$ cat src/rtl/pmic_pkg.sv
// Shared constants and types for the PMIC sequencing timer bank.
// Exposes timer widths, timer indices, one-hot start codes and the timer state type.
package pmic_pkg;

    localparam int N_TMR   = 5;
    localparam int CNT_W   = 16;
    localparam int PRESC_W = 8;
    localparam int CFG_AW  = 3;

    localparam logic [CNT_W-1:0] DEF_DELAY = 16'd100;

    localparam int TMR_T1 = 0;
    localparam int TMR_T2 = 1;
    localparam int TMR_T3 = 2;
    localparam int TMR_T4 = 3;
    localparam int TMR_T5 = 4;

    localparam logic [N_TMR-1:0] SEL_NULL = 5'b00000;
    localparam logic [N_TMR-1:0] SEL_T1   = 5'b00001;
    localparam logic [N_TMR-1:0] SEL_T2   = 5'b00010;
    localparam logic [N_TMR-1:0] SEL_T3   = 5'b00100;
    localparam logic [N_TMR-1:0] SEL_T4   = 5'b01000;
    localparam logic [N_TMR-1:0] SEL_T5   = 5'b10000;

    typedef enum logic {
        TMR_IDLE = 1'b0,
        TMR_RUN  = 1'b1
    } tmr_state_e;

    function automatic logic is_onehot(input logic [N_TMR-1:0] v);
        return (v != '0) && ((v & (v - N_TMR'(1))) == '0);
    endfunction

endpackage

$ cat src/rtl/pmic_seq_timer_bank_if.sv
// Bus between the sequencing FSM / config port and the timer bank.
// master: drives sel, ld, abort, presc, cfg_*; slave: drives T, busy, sel_err, cfg_err.
interface pmic_seq_timer_bank_if;
    import pmic_pkg::*;

    logic [N_TMR-1:0]   sel;
    logic               ld;
    logic               abort;
    logic [PRESC_W-1:0] presc;
    logic               cfg_we;
    logic [CFG_AW-1:0]  cfg_addr;
    logic [CNT_W-1:0]   cfg_wdata;
    logic [N_TMR-1:0]   T;
    logic               busy;
    logic               sel_err;
    logic               cfg_err;

    modport master (
        output sel, ld, abort, presc, cfg_we, cfg_addr, cfg_wdata,
        input  T, busy, sel_err, cfg_err
    );

    modport slave (
        input  sel, ld, abort, presc, cfg_we, cfg_addr, cfg_wdata,
        output T, busy, sel_err, cfg_err
    );

endinterface

$ cat src/rtl/pmic_delay_timer.sv
// Single sequencing delay timer: counter, run flag and registered done pulse.
// Ports: clk, reset, tick, start, abort, dly in; done (1-cycle pulse), run out.
module pmic_delay_timer
    import pmic_pkg::*;
(
    input  logic             clk,
    input  logic             reset,
    input  logic             tick,
    input  logic             start,
    input  logic             abort,
    input  logic [CNT_W-1:0] dly,
    output logic             done,
    output logic             run
);

    tmr_state_e       state_q, state_d;
    logic [CNT_W-1:0] cnt_q, cnt_d;
    logic             done_q, done_d;

    always_ff @(posedge clk or posedge reset) begin
        if (reset) begin
            state_q <= TMR_IDLE;
            cnt_q   <= '0;
            done_q  <= 1'b0;
        end else begin
            state_q <= state_d;
            cnt_q   <= cnt_d;
            done_q  <= done_d;
        end
    end

    always_comb begin
        state_d = state_q;
        cnt_d   = cnt_q;
        done_d  = 1'b0;
        if (abort) begin
            state_d = TMR_IDLE;
        end else begin
            if (state_q == TMR_RUN) begin
                if (cnt_q == '0) begin
                    done_d  = 1'b1;
                    state_d = TMR_IDLE;
                end else if (tick) begin
                    cnt_d = cnt_q - CNT_W'(1);
                end
            end
            // A start overrides the current run; an expiry in the same
            // cycle still reports done for the old run.
            if (start) begin
                state_d = TMR_RUN;
                cnt_d   = dly;
            end
        end
    end

    assign done = done_q;
    assign run  = (state_q == TMR_RUN);

endmodule

$ cat src/rtl/pmic_seq_timer_bank.sv
// Bank of N_TMR programmable sequencing-delay timers with shared prescaler.
// Ports: clk, reset (async, active-high), bus (slave side of pmic_seq_timer_bank_if).
module pmic_seq_timer_bank
    import pmic_pkg::*;
#(
    parameter logic [CNT_W-1:0] DEF_DLY = DEF_DELAY
) (
    input logic                  clk,
    input logic                  reset,
    pmic_seq_timer_bank_if.slave bus
);

    logic [PRESC_W-1:0] pcnt_q;
    logic               tick;
    logic [CNT_W-1:0]   dly_q [N_TMR];
    logic               sel_ok;
    logic [N_TMR-1:0]   start;
    logic [N_TMR-1:0]   done;
    logic [N_TMR-1:0]   run;
    logic               sel_err_q;
    logic               cfg_err_q;
    logic               addr_ok;

    assign tick = (pcnt_q == '0);

    always_ff @(posedge clk or posedge reset) begin
        if (reset) begin
            pcnt_q <= '0;
        end else if (tick) begin
            pcnt_q <= bus.presc;
        end else begin
            pcnt_q <= pcnt_q - PRESC_W'(1);
        end
    end

    assign sel_ok = is_onehot(bus.sel);
    assign start  = (bus.ld && sel_ok && !bus.abort) ? bus.sel : '0;

    always_ff @(posedge clk or posedge reset) begin
        if (reset) begin
            sel_err_q <= 1'b0;
        end else if (bus.ld && !sel_ok) begin
            sel_err_q <= 1'b1;
        end
    end

    assign addr_ok = (bus.cfg_addr < CFG_AW'(N_TMR));

    always_ff @(posedge clk or posedge reset) begin
        if (reset) begin
            for (int i = 0; i < N_TMR; i++) begin
                dly_q[i] <= DEF_DLY;
            end
            cfg_err_q <= 1'b0;
        end else begin
            cfg_err_q <= bus.cfg_we && !addr_ok;
            for (int i = 0; i < N_TMR; i++) begin
                if (bus.cfg_we && bus.cfg_addr == CFG_AW'(i)) begin
                    dly_q[i] <= bus.cfg_wdata;
                end
            end
        end
    end

    for (genvar g = 0; g < N_TMR; g++) begin : g_tmr
        pmic_delay_timer u_tmr (
            .clk   (clk),
            .reset (reset),
            .tick  (tick),
            .start (start[g]),
            .abort (bus.abort),
            .dly   (dly_q[g]),
            .done  (done[g]),
            .run   (run[g])
        );
    end

    // Run flags are registers, so busy drops on the same edge as the
    // final done pulse.
    assign bus.T       = done;
    assign bus.busy    = |run;
    assign bus.sel_err = sel_err_q;
    assign bus.cfg_err = cfg_err_q;

endmodule

$ cat src/flat_wrapper.sv
// flat-port wrapper written by rule: the top's interface ports become plain ports
module pmic_seq_timer_bank_flat import pmic_pkg::*;
#(
    parameter logic [CNT_W-1:0] DEF_DLY = DEF_DELAY
)
  (clk, reset, bus_sel, bus_ld, bus_abort, bus_presc, bus_cfg_we, bus_cfg_addr, bus_cfg_wdata, bus_T, bus_busy, bus_sel_err, bus_cfg_err);
  pmic_seq_timer_bank_if bus_i ();
  input logic clk;
  input logic reset;
  input wire logic [$bits(bus_i.sel)-1:0] bus_sel;
  input wire logic [$bits(bus_i.ld)-1:0] bus_ld;
  input wire logic [$bits(bus_i.abort)-1:0] bus_abort;
  input wire logic [$bits(bus_i.presc)-1:0] bus_presc;
  input wire logic [$bits(bus_i.cfg_we)-1:0] bus_cfg_we;
  input wire logic [$bits(bus_i.cfg_addr)-1:0] bus_cfg_addr;
  input wire logic [$bits(bus_i.cfg_wdata)-1:0] bus_cfg_wdata;
  output wire logic [$bits(bus_i.T)-1:0] bus_T;
  output wire logic [$bits(bus_i.busy)-1:0] bus_busy;
  output wire logic [$bits(bus_i.sel_err)-1:0] bus_sel_err;
  output wire logic [$bits(bus_i.cfg_err)-1:0] bus_cfg_err;
  assign bus_i.sel = bus_sel;
  assign bus_i.ld = bus_ld;
  assign bus_i.abort = bus_abort;
  assign bus_i.presc = bus_presc;
  assign bus_i.cfg_we = bus_cfg_we;
  assign bus_i.cfg_addr = bus_cfg_addr;
  assign bus_i.cfg_wdata = bus_cfg_wdata;
  assign bus_T = bus_i.T;
  assign bus_busy = bus_i.busy;
  assign bus_sel_err = bus_i.sel_err;
  assign bus_cfg_err = bus_i.cfg_err;
  pmic_seq_timer_bank #(.DEF_DLY(DEF_DLY)) u_core (.clk(clk), .reset(reset), .bus(bus_i));
endmodule
$ cat config.mk
export PLATFORM = sky130hd
export DESIGN_NAME = pmic_seq_timer_bank_flat
export DESIGN_NICKNAME = d
export VERILOG_FILES = /design/src/rtl/pmic_pkg.sv /design/src/rtl/pmic_seq_timer_bank_if.sv /design/src/rtl/pmic_delay_timer.sv /design/src/rtl/pmic_seq_timer_bank.sv /design/src/flat_wrapper.sv
export SDC_FILE = /design/constraint.sdc
export NUM_CORES = 1
export LEC_CHECK = 0
export ABC_AREA = 1
export CAP_MARGIN = 30
export CORE_ASPECT_RATIO = 1.1
export CORE_MARGIN = 3
export CORE_UTILIZATION = 50
export DETAILED_ROUTE_END_ITERATION = 8
export PLACE_DENSITY = 0.68
export SYNTH_ARGS = -nofsm -noshare
export SYNTH_HDL_FRONTEND = slang
export SYNTH_HIERARCHICAL = 1
export SYNTH_SLANG_ARGS = --single-unit
$ cat constraint.sdc
create_clock -name clk -period 3.3 [get_ports clk]
set_input_delay 0.66 -clock clk [delete_from_list [all_inputs] [get_ports clk]]
set_output_delay 0.66 -clock clk [all_outputs]
set_load 0.01 [all_outputs]
# == Word-level counts from Yosys, hierarchy flattened ==
# Cells that the tools add are included.
# word_totals
register_bits,180
output_inout_bits,8
# op_classes
add_sub_neg,7
n_lt_le_gt_ge,1
n_eq_ne,9
mux,57
bitwise,2
reduce_logical,38
# ops
operator,n
$mux 16,20
$logic_not 16->1,5
$sub 16x1->16 const B,5
$mux 1,35
$reduce_and 4->1,5
$reduce_bool 2->1,10
$logic_and 1x1->1,10
$ne 2x1->1 const B,5
$logic_not 8->1,1
$mux 8,1
$sub 8x1->8 const B,1
$eq 3x2->1 const B,2
$and 5x5->5,1
$logic_not 5->1,1
$mux 5,1
$reduce_bool 5->1,1
$reduce_or 5->1,1
$sub 5x1->5 const B,1
$eq 3x1->1 const B,1
$eq 3x3->1 const B,1
$logic_not 1->1,3
$logic_not 3->1,1
$lt 3x3->1 const B,1
$not 1->1,1

# == Depth between registers and ports, before layout ==
# Gate-level depths: netlist of run 1.
# logic_depth
depth_word,9
mapped_depth,12
mapped_depth_nobuf,11

# == Hierarchy ==
# Netlist of run 1, hierarchy kept.
# modules_own_cells
mod,n_inst,cells_per_inst,area_per_inst_um2,seq_area_each_um2
pmic_delay_timer,5,211,1305.0,450.4
pmic_seq_timer_bank,1,390,3727.3,2270.9

# == Worst setup path before layout of run 1 ==
# No wires, ideal clock.
# synth_timing
kind,input -> register
startpoint,in bus_sel[2]
endpoint,reg u_core.g_tmr[0].u_tmr.cnt_q[13]
arrival_time_ns,1.951
t_required_ns,3.184
setup_slack_ns,1.233
cell_stages,11
n_path_buf,2
cell_sequence,nor2_1 > nand2_1 > nand2_1 > nand4_1 > nor2_1 > buf_2 > a21o_1 > nand3_4 > buf_4 > nand2_1 > nand2_1
# synth_between
elab_chain_len,9
# synth_rtl
element,line_no,rtl
"start, declared",flat_wrapper.sv:10,input wire logic [$bits(bus_i.sel)-1:0] bus_sel;
$sub 5x1->5,pmic_pkg.sv:31,return (v != '0) && ((v & (v - N_TMR'(1))) == '0);
$and 5x5->5,pmic_pkg.sv:31,
$logic_not 5->1,pmic_pkg.sv:31,
$logic_and 1x1->1 (*),pmic_pkg.sv:31,
$logic_and 1x1->1 (*) (2 in series),pmic_seq_timer_bank.sv:37,assign start = (bus.ld && sel_ok && !bus.abort) ? bus.sel : '0;
$mux 5 (*),pmic_seq_timer_bank.sv:37,
named net u_core.start[0],pmic_seq_timer_bank.sv:17,logic [N_TMR-1:0] start;
$ne 2x1->1 (no source line) / $reduce_bool 2->1 (equally long branches),-,
$reduce_and 4->1 (no source line),-,
"end signal, assigned",pmic_delay_timer.sv:27,cnt_q <= cnt_d;
"end, declared",pmic_delay_timer.sv:17,"logic [CNT_W-1:0] cnt_q, cnt_d;"
# The timed path passes the listed nets; every way through them passes the cells marked *.
# A chain may end at the register's enable or synchronous reset.

# == Worst setup path in the final report of run 1 ==
# layout_timing
startpoint,in bus_sel[0]
endpoint,reg u_core.g_tmr[0].u_tmr.cnt_q[3]
# layout_between
elab_chain_len,9
# layout_rtl
element,line_no
$sub 5x1->5,pmic_pkg.sv:31
$and 5x5->5,pmic_pkg.sv:31
$logic_not 5->1,pmic_pkg.sv:31
$logic_and 1x1->1,pmic_pkg.sv:31
$logic_and 1x1->1 (2 in series),pmic_seq_timer_bank.sv:37
$mux 5 (*),pmic_seq_timer_bank.sv:37
named net u_core.start[0],pmic_seq_timer_bank.sv:17
$ne 2x1->1 (no source line) / $reduce_bool 2->1 (equally long branches),-
$reduce_and 4->1 (no source line),-
# Marks and branches as above.

==> metrics.md, run 1 <==
| Metric | Value |
|---|---|
| Status | finished clean |
| Reg2reg start | u_core/pcnt_q[0] |
| Pin count of the biggest net entering global routing | 68 |
| F_max | 0.379 GHz |
| Global-route wire length before repair | 42300 µm |
| Vias post-DR | 9078 |
| DRT iter0 DRCs | 687 |
| Number of I/O port buffers | 44 |
| Via/cell ratio | 5.20 |
| Clk slew on worst S/H paths | 0.07 ns |
| Setup tns final | 0 ns |
| Antenna diode count | 0 |
| Commonest non-fill, non-tap cells in the layout | nand2_1 (623), dfrtp_1 (165), nor2_1 (127) |
| Yosys top cell by area | dfrtp_1 |
| Delay-heaviest family, CP | simple AND/OR/NAND/NOR gates |
| Register bit count reported by yosys | 180 |
| CTS tree | built |
| Vias in the first global route | 8492 |
| Setup crit end kind | flip-flop |
| Post-synth net total | 1489 |
| Final setup fails | 0 |
| I/O pin total | 45 |
| Register area share after synthesis | 44.1% |
| Post-CTS Hold Buffers | 0 |
| Slowest stage cell, crit path | clkdlybuf4s50_1 |
| Starting Density | 51.3% |
| Die height | 156 µm |
| Most common cell after layout, fill and taps aside | nand2_1 |
| R2R setup slack | 1.14 ns |
| Yosys top cell area share | 40.3% |
| Post-CTS setup buffer count | 0 |
| DR DRC count | 0 |
| Final hold viol count | 0 |
| Total grt overflow | 0 |
| Multi-input gate area | 4950 µm² |
| Final Critical Period | 2.64 ns |
| Final WL | 25700 µm |
| Pwr dens | 534 nW/µm² |
| CP Max Fanout | 17 |
| Mapped Area | 10300 µm² |
| Area Overhead vs Synth | 11.7% |
| Die area | 22300 µm² |
| Skew final | 0.00703 ns |
| Worst Setup Start Kind | primary input |
| Worst vdd ir | 415 µV |
| Required time worst endpoint | 3.61 ns |
| Rows | 54 |
| Cells after Synth | 1445 |
| Min-delay src | u_core/dly_q[54] |
| PostCTS Resize Cnt | 0 |
| H-tree level count | 4 |
| Worst Setup SP | bus_sel[0] |
| Filler instances | 1945 |
| Skew-Pair Late Insertion Delay | 0.43 ns |
| RSZ-0062 raised after global routing | false |
| Largest stage delay on the critical path | 0.45 ns |
| Layout cells sized above 1 | 11.5% |
| GP Congestion | 0.860 |
| Core area | 20000 µm² |
| Clock sink count | 180 |
| Final ANT Viol Nets | 0 |
| Initial antenna violation count | 0 |
| Register area | 4520 µm² |
| Rel. slew slack | 34.4% |
| Final Util | 57.3% |
| GRT Util Overall | 23.8% |
| Largest cells by area after synthesis | dfrtp_1 (40%), nand2_1 (23%), nand3_1 (5.0%), nor2_1 (4.6%), dfstp_2 (3.8%) |
| CP Data Arrival Time | 2.95 ns |
| Die W | 143 µm |
| Critical path class | in -> reg |
| Yosys warnings | 6 |
| # nets final | 1524 |
| Pre-antenna DRT Iters | 7 |
| CTS Buffer Depth | 2 |
| Period utilization | 79.9% |
| Measured slew at the worst slew-check pin | 0.982 ns |
| CTS buffer count | 17 |
| DR WL/cell | 14.7 µm |
| Syn Area/Cell | 7.10 µm² |
| CTS Root Cell | clkbuf_16 |
| HPWL after detailed placement | 17900 µm |
| Max-cap check violation count | 0 |
| Worst-path cell chain | clkdlybuf4s50_1 -> nor2_1 -> nand2_1 -> nand2_1 -> nand4_1 -> nor2_1 -> clkinv_1 -> nand3_2 -> nand3_4 -> inv_4 -> o21ai_0 |
| Worst hold-check path type | reg -> reg |
| Netlist cell types | 34 |
| Worst Path Buf+Inv | 3 |
| Pleak | 6.03 nW |
| Fin. max-slew vios | 0 |
-- cells in the mapped netlist --
cell type    n
nand2_1    623
dfrtp_1    165
nor2_1     127
inv_1      105
nand3_1    102
o21ai_1     56
o21ai_0     54
nor2_2      27
buf_2       20
dfstp_2     15
o21ai_2     15
or2_2       15
inv_2       13
nand4_1     12
nand2_2     11
nand3_2     11
buf_4        7
buf_6        7
ha_1         7
inv_4        6
nor2_4       6
a21o_1       5
a21oi_1      5
buf_1        5
clkinv_1     5
nand3_4      5
nand3b_1     5
xor2_1       5
buf_12       1
clkbuf_2     1
nand2_4      1
nor3_1       1
nor3b_4      1
xnor2_1      1
-- power by group --
part / switching [mW] / total (mW) / internal, mW / leakage, nW
Sequential: 0.239 / 2.76 / 2.52 / 2.29
Clock: 0.880 / 2.11 / 1.23 / 0.288
Combinational: 0.771 / 1.25 / 0.480 / 3.46
-- area by class of cell --
| cell class | count | area share (%) |
|---|---|---|
| Multi-Input combinational cell | 1095 | 43.3 |
| Sequential cell | 180 | 39.5 |
| Timing Repair Buffer | 57 | 4.81 |
| Inverter | 129 | 4.37 |
| Clock buffer | 20 | 3.99 |
| Tap cell | 252 | 2.75 |
| Clock inverter | 12 | 1.33 |
-- layer usage --
layer	up-vias	global-route usage (%)	wire (µm)
met3	30	3.65	1190
met4	0	7.11	491
met1	4258	33.3	11900
met5	-	0	0
li1	4594	-	-
met2	196	38.5	12000
-- path summary, 6_finish.rpt --
kind,to,cells after the start
min in group asynchronous,u_core/dly_q[19],3
max in group asynchronous,u_core/g_tmr[4].u_tmr/cnt_q[2],2
hold / removal,u_core/dly_q[54],2
hold reg to reg,u_core/dly_q[54],2
setup reg to reg,u_core/g_tmr[0].u_tmr/cnt_q[3],9
setup / recovery,u_core/g_tmr[0].u_tmr/cnt_q[3],11
-- logic make-up (layout without fill, tap and decap cells) --
family / count (synthesis) / in the layout / synth area share [%]
buffers and inverters: 170 / 218 / 7.55
flip-flops: 180 / 180 / 44.1
AO/OA/AOI/OAI: 135 / 135 / 7.26
AND/OR/NAND/NOR: 947 / 947 / 39.7
XOR/XNOR: 6 / 6 / 0.513
adder cells (fa/ha/maj): 7 / 7 / 0.854
-- worst reg2reg max path, stage by stage, from the launching register on --
cell and delay [ns]:
dfrtp_1 0.41, inv_1 0.12, ha_1 0.16, nor3b_4 0.21, nand2_4 0.11, inv_4 0.25, a21o_1 0.22, nand3_4 0.22
inv_4 0.25, o21ai_0 0.11
-- flip-flops by register name, summed over array words and instances, names as in the netlist --
register and flops:
u_core/g_tmr.u_tmr/cnt_q 80, u_core/g_tmr.u_tmr/run 5, u_core/bus.cfg_err 1, u_core/g_tmr.u_tmr/done 5, u_core/dly_q 80, u_core/bus.sel_err 1, u_core/pcnt_q 8
-- through the flow --
stage / hold WS (ns) / setup WS [ns] / cell area, µm² / power (mW) / cells
final: 0.475 / 0.665 / 11500 / 6.12 / 1745
after global placement: 0.460 / 0.211 / 10800 / 3.99 / 1713
after floorplan: 0.448 / 0.330 / 10300 / 3.71 / 1445
after global routing: 0.486 / 0.454 / 11500 / 6.50 / 1745
after CTS: 0.475 / 0.670 / 11500 / 6.15 / 1745
after detailed placement: 0.465 / 0.242 / 10800 / 4.03 / 1713
No activity file was read; power rests on OpenSTA's default activity.
==> inputs of run 2 (changes only) <==
==> constraint.sdc (replaced) <==
create_clock -name clk -period 2.6 [get_ports clk]
set_input_delay 0.52 -clock clk [delete_from_list [all_inputs] [get_ports clk]]
set_output_delay 0.52 -clock clk [all_outputs]
set_load 0.01 [all_outputs]
==> metrics.md, run 2 (synthesized netlist as in run 1, its figures left out) <==
| Metric | Value |
|---|---|
| Status | finished clean |
| Pre-antenna DRT Iters | 5 (-2) |
| Measured slew at the worst slew-check pin | 0.608 ns (-0.374 ns) |
| Via/cell ratio | 5.09 (-2.2%) |
| I/O pin total | 45 (unchanged) |
| Worst Setup Slack, final | 0.181 ns (-0.484 ns) |
| FF-to-FF End | u_core/g_tmr[4].u_tmr/cnt_q[11] |
| Clock sink count | 180 (unchanged) |
| Required time worst endpoint | 2.08 ns (-1.53 ns) |
| Worst hold-check path type | reg -> reg |
| DR DRC count | 0 (unchanged) |
| Area Overhead vs Synth | 13.8% |
| DR WL/cell | 14.3 µm (-2.9%) |
| GP Congestion | 0.864 (+0.36%) |
| Reg2reg start | u_core/pcnt_q[0] |
| Vias in the first global route | 8357 (-1.6%) |
| Initial antenna violation count | 0 (unchanged) |
| Setup WS pre-CTS | -0.131 ns (-0.373 ns) |
| Max-cap check violation count | 0 (unchanged) |
| # nets final | 1549 (+1.6%) |
| CTS tree | built |
| Final setup fails | 0 (unchanged) |
| R2R setup slack | 0.67 ns (-0.47 ns) |
| Pleak | 6.15 nW (+2.0%) |
| Worst Setup Start Kind | flip-flop |
| CTS Root Cell | clkbuf_16 |
| F_max | 0.413 GHz |
| Final Critical Period | 2.42 ns |
| Clk slew on worst S/H paths | 0.07 ns (about the same) |
| Overall power | 7.88 mW (+29%) |
| Commonest non-fill, non-tap cells in the layout | nand2_1 (623), dfrtp_1 (165), nor2_1 (127) |
| CTS buffer count | 17 (unchanged) |
| Starting Density | 51.3% (unchanged) |
| Die W | 143 µm (unchanged) |
| Number of I/O port buffers | 44 (unchanged) |
| PostCTS Resize Cnt | 0 (unchanged) |
| Die height | 156 µm (unchanged) |
| Vias post-DR | 9008 (-0.77%) |
| WHS Path Cells | 2 (unchanged) |
| Final hold viol count | 0 (unchanged) |
| Post-route cell area | 11700 µm² (+1.9%) |
| Critical path class | reg -> out |
| Final ANT Viol Nets | 0 (unchanged) |
| HPWL after detailed placement | 18100 µm (+1.2%) |
| Period utilization | 93.1% |
| Setup crit end kind | primary output |
| Filler instances | 1898 (-2.4%) |
| CP Max Fanout | 4 (-13) |
| Fin. max-slew vios | 0 (unchanged) |
| Rel. slew slack | 59.3% (+25 points) |
| Final std cells w/o fill | 1770 (+1.4%) |
| Worst vdd ir | 544 µV (+31%) |
| H-tree level count | 4 (unchanged) |
| CP Data Arrival Time | 1.90 ns (-1.05 ns) |
| Hold slack | 0.470 ns (-0.00496 ns) |
| Layout cells sized above 1 | 12.8% (+1.4 points) |
| Min-delay src | u_core/bus.sel_err |
| Hold EP | u_core/bus.sel_err |
| Core area | 20000 µm² (unchanged) |
| Pwr dens | 675 nW/µm² (+26%) |
| Post-CTS Hold Buffers | 0 (unchanged) |
| Total grt overflow | 0 (unchanged) |
| CTS Buffer Depth | 2 (unchanged) |
| Cell Area, Placed | 11000 µm² (+1.8%) |
| Post-CTS setup buffer count | 0 (unchanged) |
| Final WL | 25300 µm (-1.5%) |
| Skew-Pair Late Insertion Delay | 0.43 ns (about the same) |
| Most common cell after layout, fill and taps aside | nand2_1 |
| Global-route wire length before repair | 41800 µm (-1.3%) |
| Pin count of the biggest net entering global routing | 79 (+16%) |
| Placed cell count | 1738 (+1.5%) |
| GRT Util Overall | 23.5% (-0.32 points) |
| DRT iter0 DRCs | 633 (-7.9%) |
| Die area | 22300 µm² (unchanged) |
| Rows | 54 (unchanged) |
| RSZ-0062 raised after global routing | false |
| Skew final | 0.00815 ns (+0.00113 ns) |
| Antenna diode count | 0 (unchanged) |
| Register-to-Register Path Depth | 10 (+1) |
| Largest registers | u_core/dly_q x80, u_core/g_tmr.u_tmr/cnt_q x80, u_core/pcnt_q x8 |
[run 2: cell count changes in the layout (fill, tap and decap cells not counted)]
cell / previous run / this run
buf_4: 12 / 37
clkinv_2: 4 / 0
clkinv_4: 1 / 3
bufinv_16: 3 / 4
clkbuf_1: 1 / 2
clkinvlp_4: 4 / 5
inv_6: 1 / 0
[run 2: cell type report]
type,count,area [µm²],share of cell area (%)
inverters,129,503,4.31
clock buffers,21,460,3.95
flip-flops and latches,180,4520,38.8
clock inverters,11,176,1.51
repair buffers,82,738,6.33
well taps,252,315,2.70
multi-input cells,1095,4950,42.5
[run 2: stage by stage]
stage	TNS [ns]	utilization [%]
floorplan	0	-
global placement	-3.41	55.2
detailed placement	-3.54	55.2
CTS	0	58.4
global route	0	58.4
finish	0	58.4
[run 2: power breakdown]
group,switching [mW],internal [mW]
registers,0.295,3.20
logic,0.980,0.620
clock network,1.12,1.67
total,2.40,5.48
[run 2: worst max-delay path by stage]
stage | start | to | slack, ns | cells after the start
after floorplan | bus_sel[2] | u_core/g_tmr[0].u_tmr/cnt_q[13] | 0.67 | 11
after global placement | bus_sel[2] | u_core/g_tmr[0].u_tmr/cnt_q[4] | -0.15 | 11
after detailed placement | bus_sel[3] | u_core/g_tmr[0].u_tmr/cnt_q[4] | -0.13 | 11
after CTS | u_core/g_tmr[3].u_tmr/run | bus_busy | 0.17 | 3
after global routing | bus_sel[3] | u_core/g_tmr[0].u_tmr/cnt_q[13] | 0.05 | 12
final | u_core/g_tmr[3].u_tmr/run | bus_busy | 0.18 | 3
[run 2: per-layer routing]
layer	global-route usage [%]	vias to the layer above	share of wire, %
met1	32.4	4156	46
met3	4.60	26	5.3
met4	6.16	0	1.5
met5	0	-	0
li1	-	4634	-
met2	38.3	192	47
[run 2: worst max-delay path, stage by stage, from the launching register on]
cell	delay [ns]
dfrtp_1	0.46
nor3_1	0.37
nand2_1	0.13
clkdlybuf4s50_1	0.50
